`src/rtl/isa_pkg.sv`:
```
// Shared types and constants for the ISA single-mode DMA sequencer.
// The lane-fill helper replicates the low byte for 8-bit channel transfers.
package isa_pkg;

    typedef enum logic [2:0] {
        IDLE   = 3'd0,
        REQ    = 3'd1,
        XFER   = 3'd2,
        STROBE = 3'd3,
        DONE   = 3'd4
    } state_t;

    localparam logic CH8     = 1'b0;
    localparam logic CH16    = 1'b1;
    localparam logic DIR_M2C = 1'b0;
    localparam logic DIR_C2M = 1'b1;

    function automatic logic [15:0] lane_fill(input logic ch, input logic [15:0] d);
        return (ch == CH8) ? {d[7:0], d[7:0]} : d;
    endfunction

endpackage

```
`src/rtl/isa_sync.sv`:
```
// Multi-stage synchroniser for one asynchronous ISA input.
// It presets to 1 so that active-low strobes read as inactive out of reset.
module isa_sync #(
    parameter int STAGES = 2
) (
    input  logic clk,
    input  logic reset,
    input  logic d_i,
    output logic q_o
);

    logic [STAGES-1:0] sync_q;

    // shift chain, oldest sample at the top bit
    always_ff @(posedge clk or posedge reset) begin
        if (reset) begin
            sync_q <= {STAGES{1'b1}};
        end else begin
            sync_q <= {sync_q[STAGES-2:0], d_i};
        end
    end

    assign q_o = sync_q[STAGES-1];

endmodule

```
`src/rtl/isa_dma_ctrl.sv`:
```
// ISA single-mode DMA sequencer for the sound core's 8-bit (DRQ1) and 16-bit (DRQ5) requesters.
// Round-robin arbitration, glitch-filtered strobes, registered bus-side and core-side outputs.
module isa_dma_ctrl
    import isa_pkg::*;
#(
    parameter int          SYNC_STAGES = 2,
    parameter int          MIN_STROBE  = 3,
    parameter logic [15:0] REQ_TIMEOUT = 16'hFFFF
) (
    input  logic        clk,
    input  logic        reset,
    input  logic        req8,
    input  logic        req16,
    input  logic        dir8,
    input  logic        dir16,
    input  logic [15:0] wr_data,
    input  logic        IOR_N,
    input  logic        IOW_N,
    input  logic        DACK8_N,
    input  logic        DACK16_N,
    input  logic        TC,
    input  logic [15:0] sd_in,
    output logic        drq8,
    output logic        drq16,
    output logic        ack8,
    output logic        ack16,
    output logic [15:0] rd_data,
    output logic [15:0] sd_out,
    output logic        sd_oe,
    output logic        tc_seen,
    output logic        err_timeout
);

    localparam int               CNT_W    = $clog2(MIN_STROBE + 1);
    localparam logic [CNT_W-1:0] CNT_LAST = CNT_W'(MIN_STROBE - 1);

    logic ior_s, iow_s, dack8_s, dack16_s, tc_s;
    logic dack_n_s, strobe_n_s, req_g_s, ack_s;

    state_t            state_q, state_d;
    logic              grant_q, grant_d, dir_q, dir_d, rr_q, rr_d;
    logic [CNT_W-1:0]  cnt_q, cnt_d;
    logic [15:0]       tmo_q, tmo_d;
    logic              tc_q, tc_d, err_q, err_d;
    logic [15:0]       rd_data_q, rd_data_d, sd_out_q, sd_out_d;
    logic              sd_oe_q, sd_oe_d, drq8_q, drq8_d, drq16_q, drq16_d;
    logic              ack8_q, ack8_d, ack16_q, ack16_d, tc_seen_q, tc_seen_d;

    isa_sync #(.STAGES(SYNC_STAGES)) u_sync_ior   (.clk(clk), .reset(reset), .d_i(IOR_N),    .q_o(ior_s));
    isa_sync #(.STAGES(SYNC_STAGES)) u_sync_iow   (.clk(clk), .reset(reset), .d_i(IOW_N),    .q_o(iow_s));
    isa_sync #(.STAGES(SYNC_STAGES)) u_sync_dack8 (.clk(clk), .reset(reset), .d_i(DACK8_N),  .q_o(dack8_s));
    isa_sync #(.STAGES(SYNC_STAGES)) u_sync_dack16(.clk(clk), .reset(reset), .d_i(DACK16_N), .q_o(dack16_s));
    isa_sync #(.STAGES(SYNC_STAGES)) u_sync_tc    (.clk(clk), .reset(reset), .d_i(TC),       .q_o(tc_s));

    // only the granted channel's DACK/req and the direction's strobe are ever looked at
    always_comb begin
        dack_n_s   = (grant_q == CH8) ? dack8_s : dack16_s;
        req_g_s    = (grant_q == CH8) ? req8 : req16;
        strobe_n_s = (dir_q == DIR_M2C) ? iow_s : ior_s;
    end

    // next-state and registered-output logic
    always_comb begin
        state_d   = state_q;
        grant_d   = grant_q;
        dir_d     = dir_q;
        rr_d      = rr_q;
        cnt_d     = cnt_q;
        tmo_d     = tmo_q;
        tc_d      = tc_q;
        err_d     = err_q;
        rd_data_d = rd_data_q;
        ack_s     = 1'b0;
        tc_seen_d = 1'b0;

        case (state_q)
            IDLE: begin
                cnt_d = {CNT_W{1'b0}};
                tmo_d = 16'd0;
                tc_d  = 1'b0;
                if (req8 && req16) begin
                    grant_d = rr_q;
                    rr_d    = ~rr_q;
                    state_d = REQ;
                end else if (req8) begin
                    grant_d = CH8;
                    state_d = REQ;
                end else if (req16) begin
                    grant_d = CH16;
                    state_d = REQ;
                end else begin
                    state_d = IDLE;
                end
                if (state_d == REQ) begin
                    dir_d = (grant_d == CH8) ? dir8 : dir16;
                end else begin
                    dir_d = dir_q;
                end
            end
            REQ: begin
                if (!dack_n_s) begin
                    state_d = XFER;
                end else if (!req_g_s) begin
                    state_d = IDLE;
                end else if (tmo_q == REQ_TIMEOUT - 16'd1) begin
                    state_d = IDLE;
                    err_d   = 1'b1;
                end else begin
                    tmo_d = tmo_q + 16'd1;
                end
            end
            XFER: begin
                tc_d = tc_q | tc_s;
                if (dack_n_s) begin
                    state_d = IDLE;
                end else if (!strobe_n_s) begin
                    if (cnt_q == CNT_LAST) begin
                        state_d = STROBE;
                    end else begin
                        cnt_d = cnt_q + CNT_W'(1);
                    end
                end else begin
                    cnt_d = {CNT_W{1'b0}};
                end
            end
            STROBE: begin
                tc_d = tc_q | tc_s;
                if (strobe_n_s) begin
                    state_d   = DONE;
                    ack_s     = 1'b1;
                    tc_seen_d = tc_q | tc_s;
                    rr_d      = ~grant_q;
                end else if (dir_q == DIR_M2C) begin
                    rd_data_d = lane_fill(grant_q, sd_in);
                end else begin
                    rd_data_d = rd_data_q;
                end
            end
            DONE: begin
                if (dack_n_s) begin
                    state_d = IDLE;
                end else begin
                    state_d = DONE;
                end
            end
            default: begin
                state_d = IDLE;
            end
        endcase

        drq8_d   = ((state_d == REQ) || (state_d == XFER)) && (grant_d == CH8);
        drq16_d  = ((state_d == REQ) || (state_d == XFER)) && (grant_d == CH16);
        ack8_d   = ack_s && (grant_q == CH8);
        ack16_d  = ack_s && (grant_q == CH16);
        sd_oe_d  = (state_d == STROBE) && (dir_q == DIR_C2M);
        sd_out_d = sd_oe_d ? lane_fill(grant_q, wr_data) : sd_out_q;
    end

    // state and output registers
    always_ff @(posedge clk or posedge reset) begin
        if (reset) begin
            state_q   <= IDLE;
            grant_q   <= CH8;
            dir_q     <= DIR_M2C;
            rr_q      <= CH8;
            cnt_q     <= {CNT_W{1'b0}};
            tmo_q     <= 16'd0;
            tc_q      <= 1'b0;
            err_q     <= 1'b0;
            rd_data_q <= 16'd0;
            sd_out_q  <= 16'd0;
            sd_oe_q   <= 1'b0;
            drq8_q    <= 1'b0;
            drq16_q   <= 1'b0;
            ack8_q    <= 1'b0;
            ack16_q   <= 1'b0;
            tc_seen_q <= 1'b0;
        end else begin
            state_q   <= state_d;
            grant_q   <= grant_d;
            dir_q     <= dir_d;
            rr_q      <= rr_d;
            cnt_q     <= cnt_d;
            tmo_q     <= tmo_d;
            tc_q      <= tc_d;
            err_q     <= err_d;
            rd_data_q <= rd_data_d;
            sd_out_q  <= sd_out_d;
            sd_oe_q   <= sd_oe_d;
            drq8_q    <= drq8_d;
            drq16_q   <= drq16_d;
            ack8_q    <= ack8_d;
            ack16_q   <= ack16_d;
            tc_seen_q <= tc_seen_d;
        end
    end

    assign drq8        = drq8_q;
    assign drq16       = drq16_q;
    assign ack8        = ack8_q;
    assign ack16       = ack16_q;
    assign rd_data     = rd_data_q;
    assign sd_out      = sd_out_q;
    assign sd_oe       = sd_oe_q;
    assign tc_seen     = tc_seen_q;
    assign err_timeout = err_q;

endmodule

```
`config.mk`:
```
export PLATFORM = sky130hd
export DESIGN_NAME = isa_dma_ctrl
export DESIGN_NICKNAME = d
export VERILOG_FILES = /design/src/rtl/isa_pkg.sv /design/src/rtl/isa_sync.sv /design/src/rtl/isa_dma_ctrl.sv
export SDC_FILE = /design/constraint.sdc
export NUM_CORES = 1
export LEC_CHECK = 0
export BUFFER_PORTS_ARGS = -buffer_cell sky130_fd_sc_hd__clkbuf_2
export CAP_MARGIN = 20
export CORE_MARGIN = 4
export CORE_UTILIZATION = 50
export CTS_CLUSTER_DIAMETER = 60
export CTS_CLUSTER_SIZE = 20
export DETAILED_ROUTE_END_ITERATION = 6
export HOLD_SLACK_MARGIN = 0.06
export PLACE_DENSITY = 0.84
export SLEW_MARGIN = 25
export SYNTH_ARGS = -nofsm -noshare
export SYNTH_HDL_FRONTEND = slang
export SYNTH_HIERARCHICAL = 1
export SYNTH_SLANG_ARGS = --single-unit
```
`constraint.sdc`:
```
create_clock -name clk -period 2 [get_ports clk]
set_input_delay 0.1 -clock clk [delete_from_list [all_inputs] [get_ports clk]]
set_output_delay 0.1 -clock clk [all_outputs]
set_load 0.005 [all_outputs]
```
==> metrics.txt <==
# TYPE chip_impl_metric gauge
chip_impl_metric{name="pre_repair_dr_iteration_count",unit=""} 4
chip_impl_metric{name="remaining_drc_errors",unit=""} 0
chip_impl_metric{name="syn_nets",unit=""} 359
chip_impl_metric{name="netlist_instances",unit=""} 313
chip_impl_info{name="timing.hold.worst.class",value="in -> reg"} 1
chip_impl_metric{name="num_io_pins",unit=""} 82
chip_impl_metric{name="grt_pass1_wl",unit="mm"} 14.2
chip_impl_metric{name="report.final.setup_viol",unit=""} 2
chip_impl_metric{name="first_global_vias",unit=""} 3007
chip_impl_metric{name="grt_util_all_layers",unit="%"} 21.4
chip_impl_metric{name="synth.yosys.warnings",unit=""} 6
chip_impl_metric{name="die_area",unit="sq um"} 8140
chip_impl_metric{name="final_layout_size_suffix_gt1_share",unit="%"} 35.5
chip_impl_info{name="mostFrequentLayoutCells",value="81 x clkbuf_2, 62 x dfrtp_1, 31 x dlygate4sd3_1"} 1
chip_impl_info{name="failed_checks",value="negative setup slack"} 1
chip_impl_metric{name="grt_max_degree",unit=""} 65
chip_impl_metric{name="die_height",unit="um"} 90.2
chip_impl_metric{name="via_count",unit=""} 2879
chip_impl_metric{name="count_of_endpoints_failing_hold_in_the_final_timing_report",unit=""} 0
chip_impl_metric{name="pre_cts_slack",unit="ns"} -0.0908
chip_impl_info{name="path_delay_family",value="simple AND/OR/NAND/NOR gates"} 1
chip_impl_info{name="grt_setup_unrepaired",value="true"} 1
chip_impl_metric{name="mean_instance_size_in_the_synthesized_netlist",unit="sq um"} 10.8
chip_impl_metric{name="proportion_of_synthesized_chip_area_in_sequential_cells",unit="%"} 55.1
chip_impl_metric{name="drv.max_cap_violation_count",unit=""} 0
chip_impl_info{name="ctsRootBufferMaster",value="clkbuf_8"} 1
chip_impl_metric{name="die-width",unit="um"} 90.2
chip_impl_metric{name="ir_drop",unit="V"} 0.000933
chip_impl_metric{name="power_density_over_cell_area",unit="nW/um^2"} 1180
chip_impl_metric{name="worst_pin_slew",unit="ns"} 0.422
chip_impl_info{name="synth.top_cells.by_area",value="dfrtp_1 47%, dfstp_2 7.8%, mux2i_1 5.9%"} 1
chip_impl_metric{name="viasPerCell",unit=""} 5.48
chip_impl_metric{name="power",unit="mW"} 5.41
chip_impl_metric{name="port_buffers",unit=""} 81
chip_impl_metric{name="numPlacedInstances",unit=""} 472
chip_impl_info{name="critical_path.slowest_cell",value="or4_4"} 1
chip_impl_metric{name="diodes",unit=""} 0
chip_impl_metric{name="hpwlAfterDp",unit="mm"} 5.25
chip_impl_info{name="worstPathCellList",value="buf_6 > ha_4 > or3b_4 > a21oi_4 > a21oi_4 > or4_4 > a21oi_2"} 1
chip_impl_metric{name="fmax",unit="MHz"} 495
chip_impl_metric{name="core.rowCount",unit=""} 29
chip_impl_info{name="synth.largest_area_cell",value="dfrtp_1"} 1
chip_impl_metric{name="fin_tns_setup",unit="ns"} -0.0372
chip_impl_metric{name="finish.cell_count_without_fillers",unit=""} 525
chip_impl_metric{name="synth_top_area_share",unit="%"} 47.4
chip_impl_metric{name="detail_route.wl_per_cell",unit="um"} 16.5
chip_impl_metric{name="finalWorstSetupSlack",unit="ns"} -0.0208
chip_impl_metric{name="arrival_worst_endpoint",unit="ns"} 2.29
chip_impl_metric{name="critical_path.max_stage_delay",unit="ns"} 0.49
chip_impl_metric{name="coreArea",unit="sq um"} 6460
chip_impl_metric{name="post-route-period-util",unit="%"} 101
chip_impl_info{name="timing.critical_path.mode_cell",value="a21oi_4"} 1
chip_impl_metric{name="static-leakage-power",unit="nW"} 2.18
chip_impl_metric{name="slew_viol_final",unit=""} 0
chip_impl_metric{name="utilization",unit="%"} 71.3
chip_impl_info{name="tritoncts_clock_tree",value="yes"} 1
chip_impl_metric{name="nNetsFinal",unit=""} 489
chip_impl_metric{name="final.setup_skew",unit="ns"} 0.00672
chip_impl_info{name="run_status",value="complete, but fails checks"} 1
chip_impl_metric{name="crit_required",unit="ns"} 2.27
chip_impl_metric{name="syn2layout_area_growth",unit="%"} 36.2
chip_impl_metric{name="start_util",unit="%"} 52.3
chip_impl_metric{name="ctsHtreeMaxLevel",unit=""} 3
chip_impl_metric{name="synth_seq_cells",unit=""} 74
chip_impl_metric{name="placer_s_final_routability_congestion_estimate",unit=""} 0.870
chip_impl_metric{name="synthesis.area",unit="sq um"} 3380
chip_impl_metric{name="cts.path.max_buffers",unit=""} 2
chip_impl_metric{name="period_minus_slack",unit="ns"} 2.02
chip_impl_metric{name="grt_antenna_before_repair",unit=""} 0
chip_impl_metric{name="cp.buffers_inverters",unit=""} 1
chip_impl_metric{name="relSlewSlack",unit="%"} 71.7
chip_impl_metric{name="worstSkewPairLatency",unit="ns"} 0.34
chip_impl_metric{name="grt_overflow_total",unit=""} 0
chip_impl_info{name="worst_setup_path_start_kind",value="flip-flop"} 1
chip_impl_metric{name="drt.antenna.violating_nets",unit=""} 0
chip_impl_metric{name="yosysUniqueCellTypes",unit=""} 48
chip_impl_metric{name="initialDrtViolationCount",unit=""} 145
chip_impl_info{name="critPathKind",value="reg -> reg"} 1
chip_impl_metric{name="cts_made_buffers",unit=""} 9
chip_impl_metric{name="clkSlewWorstSetupHoldPaths",unit="ns"} 0.07
chip_impl_info{name="crit_path_end_kind",value="flip-flop"} 1
chip_impl_metric{name="clock_sinks",unit=""} 74
chip_impl_metric{name="crit_path_max_fo",unit=""} 7
chip_impl_metric{name="routed_wirelength",unit="mm"} 8.68
chip_impl_info{name="layout_commonest_cell",value="clkbuf_2"} 1
-- synthesized netlist by cell type, drive strengths merged --
library cell  number
a211o              1
a211oi             1
a21o               1
a21oi             25
a22o               2
a31oi              3
a41o               1
a41oi              1
and2               8
and3               2
and4               2
buf                8
clkbuf             8
dfrtp             64
dfstp             10
ha                 3
inv               13
mux2              16
mux2i             20
nand2             25
nand2b             2
nand3              8
nand3b             2
nand4              4
nor2              18
nor2b              1
nor3               4
nor4               2
o2111a             1
o211ai             1
o21a               1
o21ai             27
o22ai              2
o31ai              5
o41ai              1
or2                2
or3               10
or3b               1
or4                5
xnor2              1
xor2               1
-- layout make-up --
type | count | area (sq um)
clock inverters | 3 | 46.3
multi-input cells | 212 | 1480
clock buffers | 13 | 159
flip-flops and latches | 74 | 1870
inverters | 13 | 48.8
repair buffers | 133 | 906
well taps | 77 | 96.3
fillers | 445 | 1860
-- timing repair --
item / in CTS / in global routing
hold buffers: 31 / 0
cloned: 0 / 2
endpoints found under the hold margin: 104 / 0
pin swaps: 1 / 5
setup buffers: 0 / 4
resized for setup: 6 / 14
endpoints found under the setup margin: 13 / 23
-- sequential cells by signal (all words and copies together) (netlist names), 2 cells and up --
signal and flops:
rd_data 16, sd_out 16, tmo_q 16, state_q 3, cnt_q 2, u_sync_dack16/sync_q 2, u_sync_dack8/sync_q 2, u_sync_ior/sync_q 2
u_sync_iow/sync_q 2, u_sync_tc/sync_q 2
-- worst reg2reg max path, stage by stage (launching register included) --
cell     delay (ns)
dfrtp_1        0.40
buf_6          0.13
ha_4           0.12
or3b_4         0.40
a21oi_4        0.18
a21oi_4        0.11
or4_4          0.49
a21oi_2        0.13
-- path summary, 6_finish.rpt --
kind                                                start                        endpoint  slack [ns]  depth (start not counted)
setup reg to reg                     tmo_q[0]$_DFFE_PP0P_           tmo_q[10]$_DFFE_PP0P_       -0.02                          7
setup / recovery                     tmo_q[0]$_DFFE_PP0P_           tmo_q[10]$_DFFE_PP0P_       -0.02                          7
hold reg to reg            u_sync_iow/sync_q[0]$_DFF_PP1_  u_sync_iow/sync_q[1]$_DFF_PP1_        0.36                          0
min in group asynchronous                           reset   u_sync_tc/sync_q[0]$_DFF_PP1_        0.39                          3
max in group asynchronous                           reset           sd_out[9]$_DFFE_PP0P_        1.30                          4
hold / removal                                wr_data[10]          sd_out[10]$_DFFE_PP0P_        0.07                          3
-- per-stage QoR --
step                      cell area [sq um]  hold slack [ns]
after global routing                   4600           0.0754
after CTS                              4490           0.0621
after detailed placement               3940            0.189
after global placement                 3940            0.183
final                                  4600           0.0721
after floorplan                        3380           0.0115
-- kinds of logic after synthesis --
logic type / share of synthesized area (%)
AOI/OAI and AO/OA: 13.0
xor gates and xnor gates: 0.518
adders and majority gates: 1.11
buffers and inverters: 4.22
DFF: 55.1
muxes: 11.3
and+or+nand+nor: 14.7
-- layer usage --
| layer | wire (um) | part of all wire, % | GRT usage [%] | vias to the layer above |
|---|---|---|---|---|
| met3 | 578 | 6.7 | 7.35 | 6 |
| met2 | 4610 | 53 | 37.5 | 102 |
| met4 | 60 | 0.69 | 4.34 | 0 |
| met1 | 3430 | 40 | 25.5 | 1393 |
| met5 | 0 | 0 | 0 | - |
| li1 | - | - | - | 1378 |
-- where the power goes --
part | total, mW | switching, mW | internal (mW)
registers | 2.27 | 0.320 | 1.95
logic | 1.96 | 1.02 | 0.946
clock network | 1.19 | 0.535 | 0.651
total | 5.41 | 1.87 | 3.54
Note: power is estimated with default switching activity, not from simulation.
